<file path="config.mk">
export PLATFORM = sky130hd
export DESIGN_NAME = design_seq_arbiter_flat
export DESIGN_NICKNAME = d
export VERILOG_FILES = /design/src/rtl/design_seq_arbiter_pkg.sv /design/src/rtl/design_seq_arbiter_if.sv /design/src/rtl/design_seq_arbiter_rr_arbiter_2.sv /design/src/rtl/design_seq_arbiter.sv /design/src/flat_wrapper.sv
export SDC_FILE = /design/constraint.sdc
export NUM_CORES = 1
export LEC_CHECK = 0
export CELL_PAD_IN_SITES_DETAIL_PLACEMENT = 1
export CELL_PAD_IN_SITES_GLOBAL_PLACEMENT = 2
export CORE_MARGIN = 3
export CORE_UTILIZATION = 23
export CTS_BUF_LIST = sky130_fd_sc_hd__clkbuf_4 sky130_fd_sc_hd__clkbuf_8
export DETAILED_ROUTE_END_ITERATION = 8
export HOLD_SLACK_MARGIN = 0.03
export PLACE_DENSITY = 0.81
export SLEW_MARGIN = 15
export SYNTH_ARGS = -nofsm -noshare
export SYNTH_HDL_FRONTEND = slang
export SYNTH_SLANG_ARGS = --single-unit
</file>
<file path="constraint.sdc">
create_clock -name clk -period 2.8 [get_ports clk]
set_input_delay 0.42 -clock clk [delete_from_list [all_inputs] [get_ports clk]]
set_output_delay 0.42 -clock clk [all_outputs]
set_load 0.03 [all_outputs]
</file>
<file path="src/rtl/design_seq_arbiter_pkg.sv">
// Shared types and constants for the sequenced two-requester arbiter.
// Latency: n/a (types only).
// Backpressure: n/a (types only).
// Contents: default data width, FSM state enum, requester id type, response record.
package design_seq_arbiter_pkg;

  localparam int DATA_W = 11;

  typedef enum logic [2:0] {
    ST_IDLE  = 3'd0,
    ST_ISSUE = 3'd1,
    ST_WAIT  = 3'd2,
    ST_CHECK = 3'd3,
    ST_RESP  = 3'd4
  } state_t;

  // Requester index: 0 or 1.
  typedef logic id_t;

  // Everything presented on the response channel, held in one register.
  typedef struct packed {
    logic              err;
    id_t               id;
    logic [DATA_W-1:0] result;
    logic [DATA_W-1:0] check;
  } rsp_t;

endpackage

</file>
<file path="src/rtl/design_seq_arbiter_if.sv">
// Bundle of request, downstream-method and response signals of the arbiter.
// Latency: n/a (wires only).
// Backpressure: reqN_valid/reqN_ready and rsp_valid/rsp_ready handshakes; RDY_* gate EN_*.
// Modports: master = requesters + downstream design + response sink; slave = arbiter.
interface design_seq_arbiter_if
  import design_seq_arbiter_pkg::*;
#(
  parameter int W = DATA_W
) ();

  // Requester 0
  logic         req0_valid;
  logic         req0_ready;
  logic [W-1:0] req0_sta;
  logic [W-1:0] req0_stb;
  logic [W-1:0] req0_key;
  // Requester 1
  logic         req1_valid;
  logic         req1_ready;
  logic [W-1:0] req1_sta;
  logic [W-1:0] req1_stb;
  logic [W-1:0] req1_key;
  // Downstream design methods
  logic [W-1:0] start_sta_1;
  logic [W-1:0] start_stb_1;
  logic [W-1:0] result_stc_1;
  logic [W-1:0] check_std_1;
  logic         EN_start;
  logic         EN_check;
  logic         RDY_start;
  logic         RDY_result;
  logic         RDY_check;
  logic [W-1:0] result;
  logic [W-1:0] check;
  // Response channel
  logic         rsp_valid;
  logic         rsp_ready;
  id_t          rsp_id;
  logic         rsp_err;
  logic [W-1:0] rsp_result;
  logic [W-1:0] rsp_check;

  modport master (
    output req0_valid, req0_sta, req0_stb, req0_key,
    output req1_valid, req1_sta, req1_stb, req1_key,
    input  req0_ready, req1_ready,
    input  start_sta_1, start_stb_1, result_stc_1, check_std_1, EN_start, EN_check,
    output RDY_start, RDY_result, RDY_check, result, check,
    input  rsp_valid, rsp_id, rsp_err, rsp_result, rsp_check,
    output rsp_ready
  );

  modport slave (
    input  req0_valid, req0_sta, req0_stb, req0_key,
    input  req1_valid, req1_sta, req1_stb, req1_key,
    output req0_ready, req1_ready,
    output start_sta_1, start_stb_1, result_stc_1, check_std_1, EN_start, EN_check,
    input  RDY_start, RDY_result, RDY_check, result, check,
    output rsp_valid, rsp_id, rsp_err, rsp_result, rsp_check,
    input  rsp_ready
  );

endinterface

</file>
<file path="src/rtl/design_seq_arbiter_rr_arbiter_2.sv">
// Two-way round-robin grant selection.
// Latency: combinational, zero cycles.
// Backpressure: none; the caller decides when a grant is consumed.
// Ports: valid[1:0] in, last_grant in, grant_vld out, grant_id out.
module rr_arbiter_2
  import design_seq_arbiter_pkg::*;
(
  input  logic [1:0] valid,
  input  id_t        last_grant,
  output logic       grant_vld,
  output id_t        grant_id
);

  always_comb begin
    grant_vld = |valid;
    grant_id  = 1'b0;
    if (&valid) begin
      // Contention: favour whoever was not served last.
      grant_id = ~last_grant;
    end else if (valid[1]) begin
      grant_id = 1'b1;
    end
  end

endmodule

</file>
<file path="src/rtl/design_seq_arbiter.sv">
// Arbitrates two requesters onto a start/result/check design and returns one response.
// Latency: accept cycle + ISSUE + WAIT + CHECK, response at accept edge +4 minimum.
// Backpressure: RDY_* stall ISSUE/WAIT/CHECK; rsp_ready holds RESP; one transaction outstanding.
// Ports: clk, rst (async active-high), bus (slave modport of design_seq_arbiter_if).
module design_seq_arbiter
  import design_seq_arbiter_pkg::*;
#(
  parameter int W          = DATA_W,
  parameter int WAIT_LIMIT = 16
) (
  input logic                 clk,
  input logic                 rst,
  design_seq_arbiter_if.slave bus
);

  state_t       state_q, state_d;
  id_t          last_grant_q, last_grant_d;
  logic [W-1:0] sta_q, sta_d;
  logic [W-1:0] stb_q, stb_d;
  logic [W-1:0] key_q, key_d;
  rsp_t         rsp_q, rsp_d;
  logic [7:0]   cnt_q, cnt_d;

  logic         grant_vld;
  id_t          grant_id;
  logic         req0_ready_c;
  logic         req1_ready_c;
  logic         en_start_c;
  logic         en_check_c;
  logic         rsp_valid_c;

  rr_arbiter_2 u_rr (
    .valid      ({bus.req1_valid, bus.req0_valid}),
    .last_grant (last_grant_q),
    .grant_vld  (grant_vld),
    .grant_id   (grant_id)
  );

  always_comb begin
    state_d      = state_q;
    last_grant_d = last_grant_q;
    sta_d        = sta_q;
    stb_d        = stb_q;
    key_d        = key_q;
    rsp_d        = rsp_q;
    cnt_d        = cnt_q;
    req0_ready_c = 1'b0;
    req1_ready_c = 1'b0;
    en_start_c   = 1'b0;
    en_check_c   = 1'b0;
    rsp_valid_c  = 1'b0;

    unique case (state_q)
      ST_IDLE: begin
        if (grant_vld) begin
          req0_ready_c = (grant_id == 1'b0);
          req1_ready_c = (grant_id == 1'b1);
          sta_d        = grant_id ? bus.req1_sta : bus.req0_sta;
          stb_d        = grant_id ? bus.req1_stb : bus.req0_stb;
          key_d        = grant_id ? bus.req1_key : bus.req0_key;
          // Fresh response record: a timeout leaves result/check at zero.
          rsp_d        = '0;
          rsp_d.id     = grant_id;
          cnt_d        = '0;
          state_d      = ST_ISSUE;
        end
      end
      ST_ISSUE: begin
        en_start_c = bus.RDY_start;
        if (bus.RDY_start) begin
          cnt_d   = '0;
          state_d = ST_WAIT;
        end
      end
      ST_WAIT: begin
        if (bus.RDY_result) begin
          rsp_d.result = bus.result;
          state_d      = ST_CHECK;
        end else if (cnt_q == 8'(WAIT_LIMIT - 1)) begin
          // Last allowed WAIT cycle elapsed without a result.
          rsp_d.err = 1'b1;
          state_d   = ST_RESP;
        end else begin
          cnt_d = cnt_q + 8'd1;
        end
      end
      ST_CHECK: begin
        en_check_c = bus.RDY_check;
        if (bus.RDY_check) begin
          rsp_d.check = bus.check;
          state_d     = ST_RESP;
        end
      end
      ST_RESP: begin
        rsp_valid_c = 1'b1;
        if (bus.rsp_ready) begin
          last_grant_d = rsp_q.id;
          state_d      = ST_IDLE;
        end
      end
      default: begin
        state_d = ST_IDLE;
      end
    endcase
  end

  always_ff @(posedge clk or posedge rst) begin
    if (rst) begin
      state_q      <= ST_IDLE;
      last_grant_q <= 1'b1;
      sta_q        <= '0;
      stb_q        <= '0;
      key_q        <= '0;
      rsp_q        <= '0;
      cnt_q        <= '0;
    end else begin
      state_q      <= state_d;
      last_grant_q <= last_grant_d;
      sta_q        <= sta_d;
      stb_q        <= stb_d;
      key_q        <= key_d;
      rsp_q        <= rsp_d;
      cnt_q        <= cnt_d;
    end
  end

  // Ready is combinational from the request valids, so it is masked while
  // reset is held to keep every output at zero during reset.
  assign bus.req0_ready   = req0_ready_c & ~rst;
  assign bus.req1_ready   = req1_ready_c & ~rst;
  assign bus.start_sta_1  = sta_q;
  assign bus.start_stb_1  = stb_q;
  assign bus.result_stc_1 = key_q;
  assign bus.check_std_1  = key_q;
  assign bus.EN_start     = en_start_c;
  assign bus.EN_check     = en_check_c;
  assign bus.rsp_valid    = rsp_valid_c;
  assign bus.rsp_id       = rsp_q.id;
  assign bus.rsp_err      = rsp_q.err;
  assign bus.rsp_result   = rsp_q.result;
  assign bus.rsp_check    = rsp_q.check;

endmodule

</file>
<file path="src/flat_wrapper.sv">
// flat-port wrapper written by rule: the top's interface ports become plain ports
module design_seq_arbiter_flat import design_seq_arbiter_pkg::*;
#(
  parameter int W          = DATA_W,
  parameter int WAIT_LIMIT = 16
)
  (clk, rst, bus_req0_valid, bus_req0_sta, bus_req0_stb, bus_req0_key, bus_req1_valid, bus_req1_sta, bus_req1_stb, bus_req1_key, bus_req0_ready, bus_req1_ready, bus_start_sta_1, bus_start_stb_1, bus_result_stc_1, bus_check_std_1, bus_EN_start, bus_EN_check, bus_RDY_start, bus_RDY_result, bus_RDY_check, bus_result, bus_check, bus_rsp_valid, bus_rsp_id, bus_rsp_err, bus_rsp_result, bus_rsp_check, bus_rsp_ready);
  design_seq_arbiter_if #(.W(W)) bus_i ();
  input logic clk;
  input logic rst;
  input wire logic [$bits(bus_i.req0_valid)-1:0] bus_req0_valid;
  input wire logic [$bits(bus_i.req0_sta)-1:0] bus_req0_sta;
  input wire logic [$bits(bus_i.req0_stb)-1:0] bus_req0_stb;
  input wire logic [$bits(bus_i.req0_key)-1:0] bus_req0_key;
  input wire logic [$bits(bus_i.req1_valid)-1:0] bus_req1_valid;
  input wire logic [$bits(bus_i.req1_sta)-1:0] bus_req1_sta;
  input wire logic [$bits(bus_i.req1_stb)-1:0] bus_req1_stb;
  input wire logic [$bits(bus_i.req1_key)-1:0] bus_req1_key;
  output wire logic [$bits(bus_i.req0_ready)-1:0] bus_req0_ready;
  output wire logic [$bits(bus_i.req1_ready)-1:0] bus_req1_ready;
  output wire logic [$bits(bus_i.start_sta_1)-1:0] bus_start_sta_1;
  output wire logic [$bits(bus_i.start_stb_1)-1:0] bus_start_stb_1;
  output wire logic [$bits(bus_i.result_stc_1)-1:0] bus_result_stc_1;
  output wire logic [$bits(bus_i.check_std_1)-1:0] bus_check_std_1;
  output wire logic [$bits(bus_i.EN_start)-1:0] bus_EN_start;
  output wire logic [$bits(bus_i.EN_check)-1:0] bus_EN_check;
  input wire logic [$bits(bus_i.RDY_start)-1:0] bus_RDY_start;
  input wire logic [$bits(bus_i.RDY_result)-1:0] bus_RDY_result;
  input wire logic [$bits(bus_i.RDY_check)-1:0] bus_RDY_check;
  input wire logic [$bits(bus_i.result)-1:0] bus_result;
  input wire logic [$bits(bus_i.check)-1:0] bus_check;
  output wire logic [$bits(bus_i.rsp_valid)-1:0] bus_rsp_valid;
  output wire logic [$bits(bus_i.rsp_id)-1:0] bus_rsp_id;
  output wire logic [$bits(bus_i.rsp_err)-1:0] bus_rsp_err;
  output wire logic [$bits(bus_i.rsp_result)-1:0] bus_rsp_result;
  output wire logic [$bits(bus_i.rsp_check)-1:0] bus_rsp_check;
  input wire logic [$bits(bus_i.rsp_ready)-1:0] bus_rsp_ready;
  assign bus_i.req0_valid = bus_req0_valid;
  assign bus_i.req0_sta = bus_req0_sta;
  assign bus_i.req0_stb = bus_req0_stb;
  assign bus_i.req0_key = bus_req0_key;
  assign bus_i.req1_valid = bus_req1_valid;
  assign bus_i.req1_sta = bus_req1_sta;
  assign bus_i.req1_stb = bus_req1_stb;
  assign bus_i.req1_key = bus_req1_key;
  assign bus_req0_ready = bus_i.req0_ready;
  assign bus_req1_ready = bus_i.req1_ready;
  assign bus_start_sta_1 = bus_i.start_sta_1;
  assign bus_start_stb_1 = bus_i.start_stb_1;
  assign bus_result_stc_1 = bus_i.result_stc_1;
  assign bus_check_std_1 = bus_i.check_std_1;
  assign bus_EN_start = bus_i.EN_start;
  assign bus_EN_check = bus_i.EN_check;
  assign bus_i.RDY_start = bus_RDY_start;
  assign bus_i.RDY_result = bus_RDY_result;
  assign bus_i.RDY_check = bus_RDY_check;
  assign bus_i.result = bus_result;
  assign bus_i.check = bus_check;
  assign bus_rsp_valid = bus_i.rsp_valid;
  assign bus_rsp_id = bus_i.rsp_id;
  assign bus_rsp_err = bus_i.rsp_err;
  assign bus_rsp_result = bus_i.rsp_result;
  assign bus_rsp_check = bus_i.rsp_check;
  assign bus_i.rsp_ready = bus_rsp_ready;
  design_seq_arbiter #(.W(W), .WAIT_LIMIT(WAIT_LIMIT)) u_core (.clk(clk), .rst(rst), .bus(bus_i));
endmodule
</file>
== After elaboration in Yosys (flattened, before gate mapping) ==
Cells that the tools add are included.
Word-level totals
  flip-flop bits (word level): 69
  latch bits: 0
  bits in writable memories: 0
  bits in read-only memories: 0
  output and inout bits: 73
  word-level logic and storage cells: 75
  memories kept: 0
Operators by class
  add/subtract/negate cells: 1
  multiply operators: 0
  div/mod/pow operators: 0
  magnitude comparators: 0
  equal/unequal tests: 14
  shifts and indexed selects: 0
  muxes and demuxes: 32
  bitwise gates (word level): 5
  reductions and logical operators: 13
Operators by type and width (count)
  11-bit 2-to-1 mux: 5
  11-bit one-hot mux with 2 select lines: 2
  8-bit 2-to-1 mux: 4
  24-bit 2-to-1 mux: 1
  8-bit one-hot mux with 3 select lines: 1
  3-bit 2-to-1 mux: 6
  3-bit one-hot mux with 5 select lines: 1
  2-bit inequality test, second input constant: 6
  1-bit 2-to-1 mux: 11
  5-bit AND reduction: 2
  8-bit by 1-bit adder with 8-bit output, second input constant: 1
  8-bit by 4-bit equality test with 1-bit output, second input constant: 1
  3-bit by 2-bit equality test with 1-bit output, second input constant: 2
  2-bit AND reduction: 3
  3-bit AND reduction: 2
  2-bit by 1-bit inequality test with 1-bit output, second input constant: 2
  4-bit AND reduction: 1
  2-bit nonzero test: 2
  3-bit by 1-bit equality test with 1-bit output, second input constant: 1
  3-bit equality test, second input constant: 1
  3-bit logical NOT: 1
  3-bit by 2-bit inequality test with 1-bit output, second input constant: 1
  1-bit inverter: 3
  3-bit nonzero test: 1
  3 further kinds: 4

== Depth between registers and ports, before layout ==
Gate-level depths: netlist of run 1.
  word-level depth: 6
  gate-level depth with buffers: 6
  gate-level depth less buffers: 5

== By module ==
Synthesis of run 1 repeated with hierarchy kept, for this count alone.
Second synthesis, totals
  cell total of the unflattened synthesis: 310
  area, all modules: 3266.9 sq um
Modules (own cells, without submodules)
  design_seq_arbiter: times used 1, cells an instance 308, area an instance 3253.1 sq um
  rr_arbiter_2: times used 1, cells an instance 2, area an instance 13.8 sq um

== Worst setup path before layout of run 1 ==
No wires, ideal clock.
  path kind: input to output
  start: in rst
  end: out bus_req1_ready
  arrival: 2400 ps
  slack: -20 ps
  stages on the path: 2
  buffers on the path: 0
  cell sequence: inv_1 > and3_1
On the way
  cells in the longest elaborated chain, start to end: 2
Ends and longest elaborated chain
  from (decl): RTL line flat_wrapper.sv:10  | input logic rst;
  1-bit inverter: RTL line design_seq_arbiter.sv:130  | assign bus.req1_ready = req1_ready_c & ~rst;
  1-bit bitwise AND: RTL line design_seq_arbiter.sv:130
  to (decl): RTL line flat_wrapper.sv:20  | output wire logic [$bits(bus_i.req1_ready)-1:0] bus_req1_ready;
Every way passes these cells.

== Worst setup path in the final report of run 1 ==
  start: reg u_core.state_q[0]
  end: out bus_req0_ready
On the way
  cells in the longest elaborated chain, start to end: 3
Ends and longest elaborated chain
  from (decl): RTL line design_seq_arbiter.sv:16  | state_t state_q, state_d;
  from (signal assigned): RTL line design_seq_arbiter.sv:117  | state_q <= state_d;
  3-bit logical NOT: RTL line design_seq_arbiter.sv:53  | unique case (state_q)
  1-bit 2-to-1 mux: RTL line design_seq_arbiter.sv:53
  1-bit bitwise AND: RTL line design_seq_arbiter.sv:129  | assign bus.req0_ready = req0_ready_c & ~rst;
  to (decl): RTL line flat_wrapper.sv:19  | output wire logic [$bits(bus_i.req0_ready)-1:0] bus_req0_ready;
Every way passes these cells.

==> results of run 1 <==
synth_stat cells, drive strengths merged (2+ instances only):
library cell  instances  area, um2
and3                  3      18.77
a22o                 12      105.1
nand4b                2      17.52
nor3                  2      10.01
dfrtp                68       1702
clkbuf                8      30.03
inv                  17      63.81
o21ai                44      220.2
o31ai                 2      15.01
nand3                 4      20.02
o211ai                4      35.03
buf                  21      138.9
mux2i                45      450.4
nor2                  8      30.03
a21oi                 6      30.03
a31oi                 2      12.51
nand2                53      198.9
or3                   2      12.51
or4                   2      15.01
power by group through the flow:
stage / Clock [mW] / Combinational [mW] / Sequential [mW]
2_1_floorplan: 0 / 1.24 / 2.37
3_3_place_gp: 0 / 3.22 / 1.66
3_5_place_dp: 0 / 3.27 / 1.68
4_1_cts: 0.921 / 3.28 / 1.67
5_1_grt: 0.971 / 3.48 / 1.73
6_report: 0.878 / 3.22 / 1.66
logic make-up after synthesis:
family | synth area share
and+or+nand+nor | 0.1142
AOI/OAI and AO/OA | 0.1479
DFF | 0.5237
buffers and inverters | 0.07053
muxes | 0.1399
adders and majority gates | 0.003792
per-layer routing:
metal  wire length (um)  part of all wire  global-route usage  vias to the layer above
met4                162             0.015             0.04416                        0
li1                   -                 -                   -                     1430
met3                935             0.089             0.05768                       14
met2               5076              0.48              0.2325                      108
met1               4329              0.41              0.1563                     1455
met5                  0                 0                   0                        -
state kept, by name (all words and copies together) (netlist names):
register / flops
u_core.bus.start_stb_1: 11
u_core.bus.rsp_check: 11
u_core.bus.start_sta_1: 11
u_core.last_grant_q: 1
u_core.bus.rsp_id: 1
u_core.bus.rsp_result: 11
u_core.bus.rsp_err: 1
u_core.cnt_q: 8
u_core.state_q: 3
u_core.bus.check_std_1: 11
layout make-up:
type                       instances  area (um2)  share of cell area
inverter                          17       67.56             0.01264
tap                              180       225.2             0.04214
timing repair buffer             178        1754              0.3283
clock buffer                      10       137.6             0.02576
clock inverter                     6       70.07             0.01311
multi-input combinational        208        1361              0.2547
sequential                        69        1728              0.3233
stage by stage:
stage          setup WS, ns  cells  hold WS, ns
2_1_floorplan        0.4866    323       0.4830
3_3_place_gp         0.3323    652       0.4610
3_5_place_dp         0.3043    652       0.4735
4_1_cts              0.2013    668       0.4939
5_1_grt              0.1591    668       0.5209
6_report             0.2396    668       0.4879
final timing paths:
path                                      startpoint  cells past startpoint  slack [ns]                        end
hold reg to reg            u_core.bus.start_stb_1[2]                      2        0.49  u_core.bus.start_stb_1[2]
max in group asynchronous                        rst                      3        1.42    u_core.bus.rsp_check[3]
setup reg to reg                   u_core.state_q[0]                      4        0.80   u_core.bus.rsp_result[6]
min in group asynchronous                        rst                      3        0.81  u_core.bus.start_sta_1[5]
setup / recovery                   u_core.state_q[0]                      5        0.24             bus_req0_ready
hold / removal             u_core.bus.start_stb_1[2]                      2        0.49  u_core.bus.start_stb_1[2]
worst max-delay path: stages (launching register included):
cell             delay [ns]
dfrtp_1                0.41
nor3_1                 0.23
buf_4                  0.20
o21ai_4                0.06
nor3_1                 0.17
clkdlybuf4s50_1        0.71
==> flow_metrics.env, run 1 <==
export IMPL_start_kind="register"
export IMPL_synth_edff_count=0
export IMPL_die_width_um=125.8
export IMPL_cts_sinks=69
export IMPL_cp_max_fo=4
export IMPL_max_freq_mhz=390.6
export IMPL_io_buffers=168
export IMPL_hp_class="reg2reg"
export IMPL_drt_iter0_drc=72
export IMPL_tritoncts="built"
export IMPL_wl_um=10500
export IMPL_n_antenna_cell=0
export IMPL_switching_share=0.4478
export IMPL_dieArea_um2=15820
export IMPL_finalCriticalPeriod_ns=2.560
export IMPL_cap_violations=0
export IMPL_remaining_drc_errors=0
export IMPL_power_density_nw_per_um2=1078
export IMPL_clk_pin_slew_ns=0.08
export IMPL_yosysUniqueCellTypes=41
export IMPL_area_growth_pct=61.96
export IMPL_via_per_inst=4.501
export IMPL_drive_above_1_share=0.06967
export IMPL_setup_viol=0
export IMPL_wire_per_inst_um=15.72
export IMPL_combinationalPowerShare=0.559
export IMPL_finalSetupTns_ns=0
export IMPL_place_area_um2=5136
export IMPL_worstPathArrival_ns=2.14
export IMPL_netlist_area_um2=3299
export IMPL_antenna_found_initial=0
export IMPL_h_tree_depth=3
export IMPL_grt_first_pass_wirelength_um=17350
export IMPL_core_area_um2=13930
export IMPL_start_util=0.2368
export IMPL_slew_headroom=0.3391
export IMPL_row_count=43
export IMPL_insertion_delay_ns=0.37
export IMPL_ir_drop_uv=463.8
export IMPL_gp_congestion=0.7223
export IMPL_synthesis_nets=420
export IMPL_route_vias_total=3007
export IMPL_p_seq_frac=0.288
export IMPL_synthArstFlopShare=1.000
export IMPL_hold_buffers=0
export IMPL_tightest_slew_ns=0.9870
export IMPL_yosysWarnings=0
export IMPL_nNetsFinal=580
export IMPL_fillerInstances=1563
export IMPL_synth_seq_cells=69
export IMPL_finalCritPeriodShare=0.9144
export IMPL_cts_buffers=9
export IMPL_final_core_utilization=0.3835
export IMPL_grt_pass1_vias=3350
export IMPL_seq_area_frac_synth=0.5237
export IMPL_cts_root_buf="clkbuf_8"
export IMPL_p_int_mw=3.180
export IMPL_finalHoldViolations=0
export IMPL_leakage_nw=2.264
export IMPL_skew_ns=0.006525
export IMPL_clockPowerShare=0.152
export IMPL_die_h_um=125.8
export IMPL_worst_setup_path_end_kind="output port"
export IMPL_cts_resized=0
export IMPL_postCtsSetupRepairBufs=0
export IMPL_critPathKind="reg2out"
export IMPL_status="completed"
export IMPL_avgSynthCellArea_um2=10.21
export IMPL_final_cell_mix="clkdlybuf4s50_1, dfrtp_1, nand2_1"
export IMPL_p_total_mw=5.759
export IMPL_design_area_um2=5344
export IMPL_grt_max_degree=70
export IMPL_layout_commonest_cell="clkdlybuf4s50_1"
export IMPL_rsz0062_at_grt="false"
export IMPL_hpwl_um=7922
export IMPL_p_switching_mw=2.579
export IMPL_clockBufferDepth=2
export IMPL_syn_inst=323
export IMPL_crit_required_ns=2.38
export IMPL_detail_route_antenna_nets=0
export IMPL_grtUsageTotal=0.1368
export IMPL_grt_overflow=0
export IMPL_slew_viol_final=0
export IMPL_firstDrtPassIters=4
export IMPL_synth_main_ff_cell="dfrtp_1"
export IMPL_io_pins=169
No activity file was read; power rests on OpenSTA's default activity.
==> inputs of run 2 (changes only) <==
--- a/config.mk
+++ b/config.mk
@@ -5,9 +5,10 @@
 export SDC_FILE = /design/constraint.sdc
 export NUM_CORES = 1
 export LEC_CHECK = 0
+export CAP_MARGIN = 40
 export CELL_PAD_IN_SITES_DETAIL_PLACEMENT = 1
 export CELL_PAD_IN_SITES_GLOBAL_PLACEMENT = 2
-export CORE_MARGIN = 3
+export CORE_MARGIN = 2
 export CORE_UTILIZATION = 23
 export CTS_BUF_LIST = sky130_fd_sc_hd__clkbuf_4 sky130_fd_sc_hd__clkbuf_8
 export DETAILED_ROUTE_END_ITERATION = 8
==> run 2 against run 1 <==
Effect of this change: die area shrank 3.2%; sequential share of layout area fell by 0.60 points; critical path depth is the same; largest power group unchanged; register-to-register slack better by 0.05 ns; count of clock-buffer cells in the layout is 1 lower; final cell count increased by 0.15%; sequential power about the same; maximum frequency shrank 0.43%.
==> flow_metrics.env, run 2 (synthesis results as in run 1) <==
export IMPL_status="completed"
export IMPL_max_freq_mhz=388.9
export IMPL_p_switching_mw=2.559
export IMPL_n_antenna_cell=0
export IMPL_slew_headroom=0.5967
export IMPL_top_usage_layer="met2"
export IMPL_p_int_mw=3.439
export IMPL_postCtsSetupRepairBufs=0
export IMPL_p_seq_frac=0.280
export IMPL_h_tree_depth=3
export IMPL_start_kind="register"
export IMPL_antenna_found_initial=0
export IMPL_cts_root_buf="clkbuf_8"
export IMPL_drive_above_1_share=0.07157
export IMPL_grt_max_degree=68
export IMPL_switching_share=0.4266
export IMPL_use_met2=0.2397
export IMPL_io_pins=169
export IMPL_leakage_nw=2.314
export IMPL_die_width_um=123.8
export IMPL_die_h_um=123.8
export IMPL_tritoncts="built"
export IMPL_layout_commonest_cell="clkdlybuf4s50_1"
export IMPL_io_buffers=168
export IMPL_ir_drop_uv=514.0
export IMPL_detail_route_antenna_nets=0
export IMPL_gp_congestion=0.7690
export IMPL_clk_pin_slew_ns=0.08
export IMPL_core_area_um2=13930
export IMPL_drt_iter0_drc=86
export IMPL_grt_use_met3=0.06364
export IMPL_remaining_drc_errors=0
export IMPL_rsz0062_at_grt="false"
export IMPL_grt_pass1_vias=3259
export IMPL_hold_buffers=0
export IMPL_tightest_slew_ns=0.6050
export IMPL_setup_viol=0
export IMPL_hp_class="reg2reg"
export IMPL_insertion_delay_ns=0.36
export IMPL_wl_um=10420
export IMPL_power_density_nw_per_um2=1101
export IMPL_finalSetupTns_ns=0
export IMPL_finalCritPeriodShare=0.9184
export IMPL_row_count=43
export IMPL_route_vias_total=2965
export IMPL_cp_max_fo=11
export IMPL_cts_sinks=69
export IMPL_finalHoldViolations=0
export IMPL_grt_overflow=0
export IMPL_use_met1=0.1546
export IMPL_worst_setup_path_end_kind="output port"
export IMPL_grt_first_pass_wirelength_um=16440
export IMPL_worst_slack_ns=0.2286
export IMPL_final_cell_mix="clkdlybuf4s50_1, dfrtp_1, nand2_1"
export IMPL_crit_required_ns=2.38
export IMPL_clockPowerShare=0.185
export IMPL_critPathKind="reg2out"
export IMPL_p_total_mw=5.998
export IMPL_start_util=0.2368
export IMPL_via_per_inst=4.432
export IMPL_cap_violations=0
export IMPL_finalCriticalPeriod_ns=2.571
export IMPL_grtUsageTotal=0.1409
export IMPL_slew_viol_final=0
export IMPL_skew_ns=0.01124
export IMPL_cts_resized=0
export IMPL_hpwl_um=7851
export IMPL_wire_per_inst_um=15.57
export IMPL_cts_buffers=9
export IMPL_area_growth_pct=65.04
export IMPL_firstDrtPassIters=4
export IMPL_nNetsFinal=581
export IMPL_combinationalPowerShare=0.535
export IMPL_place_worst_setup_slack_ns=0.3280
export IMPL_clockBufferDepth=2
export IMPL_worstPathArrival_ns=2.15
export IMPL_dieArea_um2=15320
## run 2: worst paths after layout
kind	cells after the start	slack, ns	endpoint	from
setup / recovery	5	0.23	bus_req0_ready	u_core.state_q[2]
hold / removal	2	0.48	u_core.bus.start_sta_1[7]	u_core.bus.start_sta_1[7]
setup reg to reg	5	0.85	u_core.cnt_q[7]	u_core.state_q[0]
hold reg to reg	2	0.48	u_core.bus.start_sta_1[7]	u_core.bus.start_sta_1[7]
max in group asynchronous	4	1.66	u_core.last_grant_q	rst
min in group asynchronous	3	0.55	u_core.bus.check_std_1[5]	rst
## run 2: power by group through the flow
stage | Combinational, mW | Sequential (mW) | Clock [mW]
CTS | 3.26 | 1.69 | 1.15
floorplan | 1.24 | 2.37 | 0
global placement | 3.19 | 1.68 | 0
finish | 3.21 | 1.68 | 1.11
global route | 3.48 | 1.74 | 1.19
detailed placement | 3.26 | 1.70 | 0
## run 2: cell type report
class | instances | area (um2)
Clock inverter | 7 | 145.1
Tap cell | 180 | 225.2
Fill cell | 1554 | 8489
Inverter | 17 | 67.56
Timing Repair Buffer | 179 | 1794
Multi-Input combinational cell | 208 | 1361
Sequential cell | 69 | 1728
Clock buffer | 9 | 123.9
## run 2: per-stage QoR
stage | std cells | hold WS (ns) | utilization | cell area (um2)
after floorplan | 323 | 0.4830 | - | 3303
after global placement | 651 | 0.4598 | 0.3690 | 5141
after detailed placement | 653 | 0.4703 | 0.3715 | 5176
after CTS | 669 | 0.4897 | 0.3908 | 5445
after global routing | 669 | 0.5272 | 0.3908 | 5445
final | 669 | 0.4815 | 0.3908 | 5445
## run 2: metal layers
| layer | part of all wire | vias to the layer above | routed length [um] |
|---|---|---|---|
| li1 | - | 1427 | - |
| met4 | 0.014 | 0 | 151 |
| met1 | 0.39 | 1419 | 4028 |
| met3 | 0.10 | 12 | 1055 |
| met2 | 0.50 | 107 | 5179 |
| met5 | 0 | - | 0 |
## run 2: critical path: stages (launching register included)
cell	delay (ns)
dfrtp_1	0.51
nor3_1	0.18
buf_4	0.16
o21ai_4	0.05
nor3_1	0.18
clkdlybuf4s50_1	0.71
